<file path="config.mk">
export PLATFORM = sky130hd
export DESIGN_NAME = if_stage
export DESIGN_NICKNAME = d
export VERILOG_FILES = /design/src/rtl/cpu_pkg.sv /design/src/rtl/branch_target.sv /design/src/rtl/if_stage.sv
export SDC_FILE = /design/constraint.sdc
export NUM_CORES = 1
export LEC_CHECK = 0
export BUFFER_PORTS_ARGS = -buffer_cell sky130_fd_sc_hd__buf_4
export CELL_PAD_IN_SITES_DETAIL_PLACEMENT = 0
export CELL_PAD_IN_SITES_GLOBAL_PLACEMENT = 1
export CORE_MARGIN = 1
export CORE_UTILIZATION = 30
export DETAILED_ROUTE_END_ITERATION = 16
export HOLD_SLACK_MARGIN = 0.1
export PLACE_DENSITY_LB_ADDON = 0.3
export SETUP_SLACK_MARGIN = 0.4
export SYNTH_ARGS = -nofsm -noshare
export SYNTH_HDL_FRONTEND = slang
export SYNTH_SLANG_ARGS = --single-unit
</file>
<file path="constraint.sdc">
create_clock -name clk -period 4.5 [get_ports clk]
set_input_delay 0.9 -clock clk [delete_from_list [all_inputs] [get_ports clk]]
set_output_delay 0.9 -clock clk [all_outputs]
set_load 0.1 [all_outputs]
</file>
<file path="src/rtl/cpu_pkg.sv">
// Shared definitions for the fetch and decode stages: widths, branch opcodes,
// the bubble instruction and immediate sign-extension helpers.
package cpu_pkg;

    localparam int          ADDR_W    = 64;
    localparam int          INSTR_W   = 32;
    localparam logic [5:0]  OPC_B     = 6'b000101;
    localparam logic [7:0]  OPC_CBZ   = 8'b10110100;
    localparam logic [31:0] NOP_INSTR = 32'h0000_0000;

    function automatic logic signed [ADDR_W-1:0] sext_imm26(input logic [25:0] imm);
        return {{(ADDR_W-26){imm[25]}}, imm};
    endfunction

    function automatic logic signed [ADDR_W-1:0] sext_imm19(input logic [18:0] imm);
        return {{(ADDR_W-19){imm[18]}}, imm};
    endfunction

endpackage

</file>
<file path="src/rtl/branch_target.sv">
// Combinational branch-target adder: B uses imm26, CBZ uses imm19, both word offsets.
module branch_target #(
    parameter int ADDR_W = cpu_pkg::ADDR_W
) (
    input  logic [ADDR_W-1:0] pc,
    input  logic [31:0]       instr,
    input  logic              uncond,
    output logic [ADDR_W-1:0] target
);
    import cpu_pkg::*;

    logic signed [ADDR_W-1:0] w_off;

    always_comb begin
        if (uncond) begin
            w_off = ADDR_W'(sext_imm26(instr[25:0]));
        end else begin
            w_off = ADDR_W'(sext_imm19(instr[23:5]));
        end
    end

    // Modulo-2^ADDR_W add; wrap-around is intentionally silent.
    assign target = pc + ADDR_W'(w_off <<< 2);

endmodule

</file>
<file path="src/rtl/if_stage.sv">
// Instruction-fetch stage: owns the PC, drives the instruction-memory address and
// fills the IF/ID register, with stall hold and redirect squash.
module if_stage #(
    parameter int              ADDR_W    = cpu_pkg::ADDR_W,
    parameter logic [ADDR_W-1:0] RESET_PC = '0,
    parameter logic [31:0]     NOP_INSTR = cpu_pkg::NOP_INSTR
) (
    input  logic              clk,
    input  logic              rst_n,
    input  logic              stall,
    input  logic              redirect,
    input  logic              redir_uncond,
    input  logic [ADDR_W-1:0] redir_pc,
    input  logic [31:0]       redir_instr,
    output logic [ADDR_W-1:0] imem_addr,
    input  logic [31:0]       imem_rdata,
    output logic [ADDR_W-1:0] ifid_pc,
    output logic [31:0]       ifid_instr,
    output logic              ifid_valid
);
    import cpu_pkg::*;

    logic [ADDR_W-1:0] r_pc;
    logic [ADDR_W-1:0] r_ifid_pc;
    logic [31:0]       r_ifid_instr;
    logic              r_ifid_valid;
    logic [ADDR_W-1:0] w_target;

    branch_target #(
        .ADDR_W (ADDR_W)
    ) u_branch_target (
        .pc     (redir_pc),
        .instr  (redir_instr),
        .uncond (redir_uncond),
        .target (w_target)
    );

    // Reset beats redirect, redirect beats stall; a redirect squashes the wrong-path fetch.
    always_ff @(posedge clk) begin
        if (!rst_n) begin
            r_pc         <= RESET_PC;
            r_ifid_pc    <= '0;
            r_ifid_instr <= NOP_INSTR;
            r_ifid_valid <= 1'b0;
        end else if (redirect) begin
            r_pc         <= w_target;
            r_ifid_pc    <= '0;
            r_ifid_instr <= NOP_INSTR;
            r_ifid_valid <= 1'b0;
        end else if (!stall) begin
            r_pc         <= r_pc + ADDR_W'(4);
            r_ifid_pc    <= r_pc;
            r_ifid_instr <= imem_rdata;
            r_ifid_valid <= 1'b1;
        end
    end

    assign imem_addr  = r_pc;
    assign ifid_pc    = r_ifid_pc;
    assign ifid_instr = r_ifid_instr;
    assign ifid_valid = r_ifid_valid;

endmodule

</file>
==> results of run 1 <==
[per-stage QoR]
stage                     instances  area, um2
after global routing           2078      14200
after detailed placement       2045      13500
after CTS                      2077      14100
after global placement         2045      13500
after floorplan                1320      10600
final                          2078      14200
[repair_timing]
item,in CTS,in global routing
hold buffers,0,0
endpoints found under the setup margin,0,10
setup buffers,0,1
resized for setup,0,4
[synth_stat cells, types with 6 or more instances]
cell,number,share of area
sky130_fd_sc_hd__ha_1,62,0.073
sky130_fd_sc_hd__and3_1,14,0.0083
sky130_fd_sc_hd__and2_1,6,0.0035
sky130_fd_sc_hd__o21bai_1,18,0.013
sky130_fd_sc_hd__o21a_1,7,0.0050
sky130_fd_sc_hd__o211ai_1,6,0.0042
sky130_fd_sc_hd__nor4_1,8,0.0047
sky130_fd_sc_hd__nor2b_1,7,0.0041
sky130_fd_sc_hd__and4_1,10,0.0083
sky130_fd_sc_hd__nor3_1,23,0.011
sky130_fd_sc_hd__a21oi_1,107,0.050
sky130_fd_sc_hd__o21ai_1,6,0.0028
sky130_fd_sc_hd__inv_1,32,0.011
sky130_fd_sc_hd__or3_1,7,0.0041
sky130_fd_sc_hd__mux2i_1,98,0.092
sky130_fd_sc_hd__o22ai_1,10,0.0059
sky130_fd_sc_hd__nand4_1,35,0.021
sky130_fd_sc_hd__a31oi_1,7,0.0041
sky130_fd_sc_hd__mux2_2,18,0.019
sky130_fd_sc_hd__o21ai_0,46,0.022
sky130_fd_sc_hd__nor2_1,197,0.070
sky130_fd_sc_hd__nand3_1,39,0.018
sky130_fd_sc_hd__xor2_1,39,0.032
sky130_fd_sc_hd__a21o_1,21,0.015
sky130_fd_sc_hd__a211oi_1,30,0.021
sky130_fd_sc_hd__nand2_1,108,0.038
sky130_fd_sc_hd__dfxtp_1,161,0.30
sky130_fd_sc_hd__clkbuf_1,60,0.021
sky130_fd_sc_hd__xnor2_1,69,0.057
[kinds of logic (layout without fill, tap and decap cells)]
family | Yosys count | count (layout) | share of synthesized area
xor+xnor | 108 | 108 | 0.0892
buf+inv | 99 | 402 | 0.0357
fa+ha+maj | 63 | 63 | 0.0750
compound gates | 302 | 302 | 0.181
flops | 161 | 161 | 0.304
mux | 116 | 116 | 0.112
simple gates | 471 | 471 | 0.204
[worst min path at each step]
stage	startpoint	end	slack (ns)	depth (start not counted)
finish	ifid_valid	ifid_valid	0.46	2
CTS	ifid_valid	ifid_valid	0.46	2
global route	ifid_pc[8]	ifid_pc[8]	0.52	2
detailed placement	ifid_valid	ifid_valid	0.45	2
global placement	ifid_valid	ifid_valid	0.44	2
floorplan	ifid_valid	ifid_valid	0.88	2
[worst reg2reg max path, stage by stage, from the launching register on]
cell and delay (ns):
sky130_fd_sc_hd__dfxtp_1 0.48, sky130_fd_sc_hd__nand4_1 0.31, sky130_fd_sc_hd__nor3_1 0.40, sky130_fd_sc_hd__nor4b_1 0.79, sky130_fd_sc_hd__nand4_1 0.42, sky130_fd_sc_hd__nor2_1 0.25, sky130_fd_sc_hd__xnor2_1 0.15, sky130_fd_sc_hd__o22ai_1 0.09
sky130_fd_sc_hd__or3_1 0.37
[layout by cell type, fill, tap and decap left out, types with 4 or more instances in the layout]
cell / Yosys / layout
sky130_fd_sc_hd__a211oi_1: 30 / 30
sky130_fd_sc_hd__a21o_1: 21 / 21
sky130_fd_sc_hd__a21oi_1: 107 / 106
sky130_fd_sc_hd__a31oi_1: 7 / 7
sky130_fd_sc_hd__and2_1: 6 / 6
sky130_fd_sc_hd__and3_1: 14 / 14
sky130_fd_sc_hd__and4_1: 10 / 10
sky130_fd_sc_hd__buf_4: 0 / 335
sky130_fd_sc_hd__bufinv_16: 0 / 4
sky130_fd_sc_hd__clkbuf_16: 0 / 17
sky130_fd_sc_hd__dfxtp_1: 161 / 161
sky130_fd_sc_hd__ha_1: 62 / 62
sky130_fd_sc_hd__inv_1: 32 / 32
sky130_fd_sc_hd__mux2_2: 18 / 18
sky130_fd_sc_hd__mux2i_1: 98 / 98
sky130_fd_sc_hd__nand2_1: 108 / 106
sky130_fd_sc_hd__nand3_1: 39 / 39
sky130_fd_sc_hd__nand4_1: 35 / 35
sky130_fd_sc_hd__nor2_1: 197 / 197
sky130_fd_sc_hd__nor2b_1: 7 / 7
sky130_fd_sc_hd__nor3_1: 23 / 22
sky130_fd_sc_hd__nor4_1: 8 / 8
sky130_fd_sc_hd__o211ai_1: 6 / 6
sky130_fd_sc_hd__o21a_1: 7 / 7
sky130_fd_sc_hd__o21ai_0: 46 / 46
sky130_fd_sc_hd__o21ai_1: 6 / 6
sky130_fd_sc_hd__o21bai_1: 18 / 18
sky130_fd_sc_hd__o22ai_1: 10 / 10
sky130_fd_sc_hd__o31ai_1: 5 / 5
sky130_fd_sc_hd__or3_1: 7 / 7
sky130_fd_sc_hd__xnor2_1: 69 / 69
sky130_fd_sc_hd__xor2_1: 39 / 39
[cell type report]
type | instances | area, um2 | area share
clock buffers | 20 | 467 | 0.0330
clock inverters | 12 | 180 | 0.0127
inverters | 32 | 120 | 0.00848
multi-input cells | 1060 | 7040 | 0.497
flip-flops and latches | 161 | 3220 | 0.228
well taps | 455 | 569 | 0.0402
repair buffers | 338 | 2570 | 0.181
[power by group through the flow]
stage | Combinational, mW | Sequential [mW] | Clock, mW
after CTS | 2.06 | 1.65 | 1.63
final | 2.06 | 1.65 | 1.59
after floorplan | 0.803 | 2.31 | 0
after global routing | 2.20 | 1.67 | 1.69
after global placement | 2.05 | 1.68 | 0
after detailed placement | 2.05 | 1.68 | 0
[routing by layer]
metal / vias to the layer above / track usage / wire, um / part of all wire
li1: 5310 / - / - / -
met1: 4906 / 0.283 / 18300 / 0.50
met3: 24 / 0.0242 / 1750 / 0.048
met2: 278 / 0.304 / 15900 / 0.44
met4: 0 / 0.0493 / 355 / 0.0098
met5: - / 0 / 0 / 0
[registers in the layout (all words and copies together), names as in the netlist]
signal / flops
ifid_valid: 1
ifid_pc: 64
ifid_instr: 32
imem_addr: 64
==> summary.txt, run 1 <==
Outcome
  • Status: finished, final reports clean

Critical path
  • Worst stage delay on the critical path: 0.43 ns
  • Crit path launch type: input port
  • Capture instance of the worst register-to-register path: imem_addr[63]
  • Number of stages on the worst setup path: 15
  • Setup slack on the worst flop-to-flop path: 1.13 ns
  • Critical Path Sink: imem_addr[60]
  • Cell repeated most along the worst path: sky130_fd_sc_hd__buf_4
  • Buf+Inv Stages, Crit Path: 3
  • Kind of critical path: input port to flip-flop
  • CP Launch Point: redir_uncond
  • Family with the most delay on the worst path: compound AO/OA/AOI/OAI gates
  • Master of the slowest instance on the critical path: sky130_fd_sc_hd__fa_1
  • CP cell instances: buf_4, mux2_2, ha_1, fa_1, a21oi_2, o22a_2, nor3_1, or3_1, a311oi_1, buf_4, a311oi_1, nor3b_1, buf_4, xor2_1, o22ai_1
  • Cell count of the worst reg-to-reg path: 8
  • Critical Path Sink Type: flip-flop
  • Arrival time reported for the critical path endpoint: about 4.2 ns
  • Reg2reg start: imem_addr[9]
  • Largest fanout on the critical path: 7
  • Required time at the worst-slack endpoint: 4.79 ns

Timing
  • Worst hold slack: 0.458 ns
  • Min cycle time layout: roughly 4 ns
  • Period Utilization, post-route: 0.873
  • Slew Viols, Final: 0
  • Setup slack after layout: between 0.5 and 0.6 ns
  • Worst clock skew on the final layout: 0.0102 ns
  • Number of hold violations in the final report: 0
  • Highest clock rate: 254 MHz
  • Unrepaired setup endpoints after global routing: true
  • Number of setup violations in the final report: 0
  • Sum of negative setup slack: 0 ns
  • Pin slew with the least headroom to its limit: 0.983 ns
  • Max-slew headroom at the worst pin: 0.339

Global routing
  • Wire length of the first global-routing pass: 55.5 mm
  • Vias in the first global route: roughly 9900
  • Total routing resource utilization after global routing: 0.196
  • Global route overflow: 0
  • Number of antenna violations at the first check in global routing: 0
  • Maximum number of pins on one net before global-route repair: 85

Place
  • Pre-CTS setup slack: roughly 0.11 ns
  • Number of port buffers: ~290
  • Weighted congestion at the end of routability-driven global placement: roughly 0.9
  • Sum of net half-perimeters after detailed placement: 28.6 mm

Pwr
  • Total leakage power: 6.27 nW
  • Proportion of power drawn by combinational gates: 0.389
  • Pwr dens: 374 nW/um2
  • Internal power summed over all cells: between 3 and 4 mW
  • Worst voltage drop across the vdd grid: 0.267 mV
  • NetSw: 2.16 mW
  • Register share of total power: 0.312
  • Switching part of the total: 0.408
  • Clk pwr share: 0.299
  • Total design power: 5.30 mW

Clocking
  • H-tree levels: 4
  • TritonCTS Buffers: 17
  • Sink Count: 161
  • Buffer levels on the longest clock path: 2
  • Clock-pin slew of the registers on the worst-case setup and hold paths: 0.07 ns
  • TritonCTS clock tree: done
  • Skew-Pair Late Insertion Delay: 0.44 ns
  • Cell at the root of the clock tree: sky130_fd_sc_hd__clkbuf_16

Synthesis
  • Yosys synthesis warning count: 0
  • Share of flip-flops with an asynchronous set or reset after synthesis: 0
  • Number of standard cells after synthesis: 1320
  • Commonest register cell after synthesis: sky130_fd_sc_hd__dfxtp_1
  • Total nets after synthesis: between 1500 and 2000
  • Post-synth design cell area: 10600 um2
  • Per-instance average area after synthesis: 8.04 um2
  • Count of flip-flops with a built-in enable after synthesis: 0
  • Number of distinct library cell variants in the gate-level netlist after synthesis: 72
  • Share of synthesized area occupied by flip-flops and latches: 0.304
  • Number of synthesized register bits: 161

Cells and area
  • # nets final: 1806
  • Area growth syn-to-layout: 33.5%
  • Antenna cell count: 0
  • Layout Utilization: 0.409
  • Count of filler cells inserted in the layout: 3562
  • Share of layout cells above drive strength 1: 0.251

Drt
  • Via count: 10500
  • First-pass iteration count of the detailed router: 5
  • Antenna Violating Nets Remaining: 0
  • Drt wl/cell: 17.5 um
  • Remaining routing DRC violations: 0
  • Post-detailed-route via-to-cell ratio: 5.06
  • Number of DRC markers after the initial detailed-route iteration: 597
  • Post-Route WL: between 30 and 40 mm

Floorplanning
  • Die area: approximately 36000 um2
  • Effective utilization at floorplan: 0.306
  • Boundary Pins: between 200 and 300
  • Core Area: 34600 um2
  • Die height: about 190 um
  • Die Wd: 190 um
  • Site Rows: 68

Flow run
  • Max-Cap Viols: 0

Hold path
  • HP Class: flip-flop to flip-flop
(Power assumes the default switching activity.)
==> inputs of run 2 (changes only) <==
RECOVER_POWER = 25   (was default)
SETUP_SLACK_MARGIN = 0.3   (was 0.4)
==> run 2 against run 1 <==
The run now ends with max-capacitance violations, max-slew violations left. Die area stayed put. Clock skew barely moved. Setup slack worse by 0.11 ns. Utilization fell by 0.52 points. Critical path depth unchanged. Power decreased by 1.0%. Final cell count fell by 0.24%. Global-route usage is 0.16 points lower. Flip-flop and latch count unchanged. Critical endpoint unchanged. Largest power group unchanged.
==> summary.txt, run 2 (same netlist as run 1, synthesis figures left out) <==
Critical path
  • Worst stage delay on the critical path: 0.41 ns (was 0.43 ns)
  • Required time at the worst-slack endpoint: 4.73 ns (was 4.79 ns)
  • Arrival time reported for the critical path endpoint: 4.26 ns (was 4.22 ns)
  • Master of the slowest instance on the critical path: sky130_fd_sc_hd__fa_1 (unchanged)
  • Number of stages on the worst setup path: 15 (unchanged)
  • CP cell instances: buf_4, mux2_2, ha_1, fa_1, a21oi_1, o22a_1, nor3_1, or3_1, a311oi_1, buf_4, a311oi_1, nor3b_1, buf_4, xor2_1, o22ai_1 (was buf_4, mux2_2, ha_1, fa_1, a21oi_2, o22a_2, nor3_1, or3_1, a311oi_1, buf_4, a311oi_1, nor3b_1, buf_4, xor2_1, o22ai_1)
  • Buf+Inv Stages, Crit Path: 3 (unchanged)
  • Kind of critical path: input port to flip-flop (unchanged)
  • Family with the most delay on the worst path: compound AO/OA/AOI/OAI gates (unchanged)
  • Critical Path Sink Type: flip-flop (unchanged)
  • Cell count of the worst reg-to-reg path: 9 (was 8)
  • Cell repeated most along the worst path: sky130_fd_sc_hd__buf_4 (unchanged)
  • Largest fanout on the critical path: 7 (unchanged)
  • Crit path launch type: input port (unchanged)

Timing
  • Unrepaired setup endpoints after global routing: false (was true)
  • Period Utilization, post-route: 0.897 (was 0.873)
  • Highest clock rate: 248 MHz (was 254 MHz)
  • Max-slew headroom at the worst pin: -0.521 (was 0.339)
  • Pin slew with the least headroom to its limit: 2.28 ns (was 0.983 ns)
  • Min cycle time layout: 4.04 ns (was 3.93 ns)
  • Sum of negative setup slack: 0 ns (unchanged)
  • Slew Viols, Final: 152 (was 0)
  • Number of hold violations in the final report: 0 (unchanged)
  • Worst clock skew on the final layout: 0.00984 ns (was 0.0102 ns)
  • Number of setup violations in the final report: 0 (unchanged)

Floorplanning
  • Die Wd: 190 um (unchanged)
  • Site Rows: 68 (unchanged)
  • Die area: 36100 um2 (unchanged)
  • Boundary Pins: 294 (unchanged)
  • Effective utilization at floorplan: 0.306 (unchanged)
  • Core Area: 34600 um2 (unchanged)
  • Die height: 190 um (unchanged)

Cells and area
  • Share of layout cells above drive strength 1: 0.227 (was 0.251)
  • # nets final: 1802 (was 1806)
  • Antenna cell count: 0 (unchanged)
  • Most common cell after layout, fill and taps aside: sky130_fd_sc_hd__buf_4 (unchanged)
  • Area growth syn-to-layout: 31.8% (was 33.5%)
  • Most frequent cells in the layout: sky130_fd_sc_hd__buf_4, sky130_fd_sc_hd__nor2_1, sky130_fd_sc_hd__dfxtp_1, sky130_fd_sc_hd__nand2_1, sky130_fd_sc_hd__a21oi_1 (unchanged)
  • Layout Utilization: 0.404 (was 0.409)

Pwr
  • Clk pwr share: 0.297 (was 0.299)
  • Total leakage power: 6.12 nW (was 6.27 nW)
  • NetSw: 2.12 mW (was 2.16 mW)
  • Worst voltage drop across the vdd grid: 0.270 mV (was 0.267 mV)
  • Internal power summed over all cells: 3.13 mW (was 3.14 mW)
  • Pwr dens: 375 nW/um2 (was 374 nW/um2)
  • Proportion of power drawn by combinational gates: 0.388 (was 0.389)
  • Switching part of the total: 0.403 (was 0.408)
  • Register share of total power: 0.315 (was 0.312)

Clocking
  • TritonCTS Buffers: 17 (unchanged)
  • Resized cells post-CTS: 0 (unchanged)
  • H-tree levels: 4 (unchanged)
  • TritonCTS clock tree: done (unchanged)
  • Skew-Pair Late Insertion Delay: 0.43 ns (was 0.44 ns)
  • Count of hold-fix buffers inserted at cts: 0 (unchanged)
  • Clock-pin slew of the registers on the worst-case setup and hold paths: 0.06 ns (was 0.07 ns)
  • Post-CTS setup buffers: 0 (unchanged)
  • Cell at the root of the clock tree: sky130_fd_sc_hd__clkbuf_16 (unchanged)
  • Buffer levels on the longest clock path: 2 (unchanged)
  • Sink Count: 161 (unchanged)

Drt
  • Drt wl/cell: 17.3 um (was 17.5 um)
  • First-pass iteration count of the detailed router: 5 (unchanged)
  • Post-detailed-route via-to-cell ratio: 4.98 (was 5.06)
  • Antenna Violating Nets Remaining: 0 (unchanged)
  • Post-Route WL: 35.8 mm (was 36.3 mm)
  • Remaining routing DRC violations: 0 (unchanged)
  • Number of DRC markers after the initial detailed-route iteration: 627 (was 597)
  • Via count: 10300 (was 10500)

Place
  • Number of port buffers: 287 (unchanged)
  • Weighted congestion at the end of routability-driven global placement: 0.902 (was 0.883)
  • Sum of net half-perimeters after detailed placement: 28.6 mm (about the same)

Flow run
  • Max-Cap Viols: 2 (was 0)

Global routing
  • Vias in the first global route: 9839 (was 9940)
  • Number of antenna violations at the first check in global routing: 0 (unchanged)
  • Wire length of the first global-routing pass: 55.0 mm (was 55.5 mm)
  • Global route overflow: 0 (unchanged)
  • Total routing resource utilization after global routing: 0.194 (was 0.196)
  • Maximum number of pins on one net before global-route repair: 85 (unchanged)

Outcome
  • Violated checks: max-capacitance violations, max-slew violations
  • Status: complete, but fails checks (was finished, final reports clean)

Hold path
  • HP Class: flip-flop to flip-flop (unchanged)
  • Cell depth of the worst hold path: 2 (unchanged)
-- run 2: cell count changes in the layout (fill, tap and decap cells not counted), sizes merged --
| cell | change |
|---|---|
| clkinv | -2 |
| buf | -34 |
| inv | -1 |
| clkbuf | +32 |
-- run 2: final cells by class --
cell class | instances | area (um2)
inverter | 32 | 120
fill | 3606 | 20600
clock buffer | 22 | 484
sequential | 161 | 3220
tap | 455 | 569
timing repair buffer | 334 | 2420
clock inverter | 9 | 154
multi-input combinational | 1060 | 7010
-- run 2: routing by layer --
metal | vias to the layer above | part of all wire | track usage
li1 | 5300 | - | -
met1 | 4733 | 0.51 | 0.283
met2 | 253 | 0.43 | 0.298
met3 | 28 | 0.045 | 0.0240
met4 | 0 | 0.013 | 0.0518
met5 | - | 0 | 0
-- run 2: worst register-to-register path, stage by stage, from the launching register on --
cell and delay, ns:
sky130_fd_sc_hd__dfxtp_1 0.46, sky130_fd_sc_hd__nand4_1 0.27, sky130_fd_sc_hd__nor3_1 0.39, sky130_fd_sc_hd__nor4b_1 0.31, sky130_fd_sc_hd__buf_4 0.20, sky130_fd_sc_hd__nand4_1 0.27, sky130_fd_sc_hd__nor2_1 0.22, sky130_fd_sc_hd__xnor2_1 0.16
sky130_fd_sc_hd__o22ai_1 0.09, sky130_fd_sc_hd__or3_1 0.42
-- run 2: final timing paths --
check | startpoint | endpoint | slack, ns
min reg2reg | ifid_valid | ifid_valid | 0.45
max reg2reg | imem_addr[11] | imem_addr[63] | 1.60
min | ifid_valid | ifid_valid | 0.45
max | redir_uncond | imem_addr[60] | 0.46
-- run 2: power groups by stage --
| stage | Clock [mW] | Combinational, mW | Sequential (mW) |
|---|---|---|---|
| floorplan | 0 | 0.802 | 2.31 |
| global placement | 0 | 2.03 | 1.68 |
| detailed placement | 0 | 2.04 | 1.68 |
| CTS | 1.61 | 2.04 | 1.65 |
| global route | 1.67 | 2.18 | 1.67 |
| finish | 1.56 | 2.04 | 1.65 |
-- run 2: through the flow --
stage,worst slack [ns],area [um2],power [mW],hold WS [ns],instances
floorplan,0.353,10600,3.11,0.882,1320
global placement,0.137,13500,3.72,0.438,2042
detailed placement,0.131,13500,3.72,0.446,2042
CTS,0.575,14100,5.31,0.454,2073
global route,0.251,14000,5.51,0.478,2073
finish,0.464,14000,5.25,0.454,2073
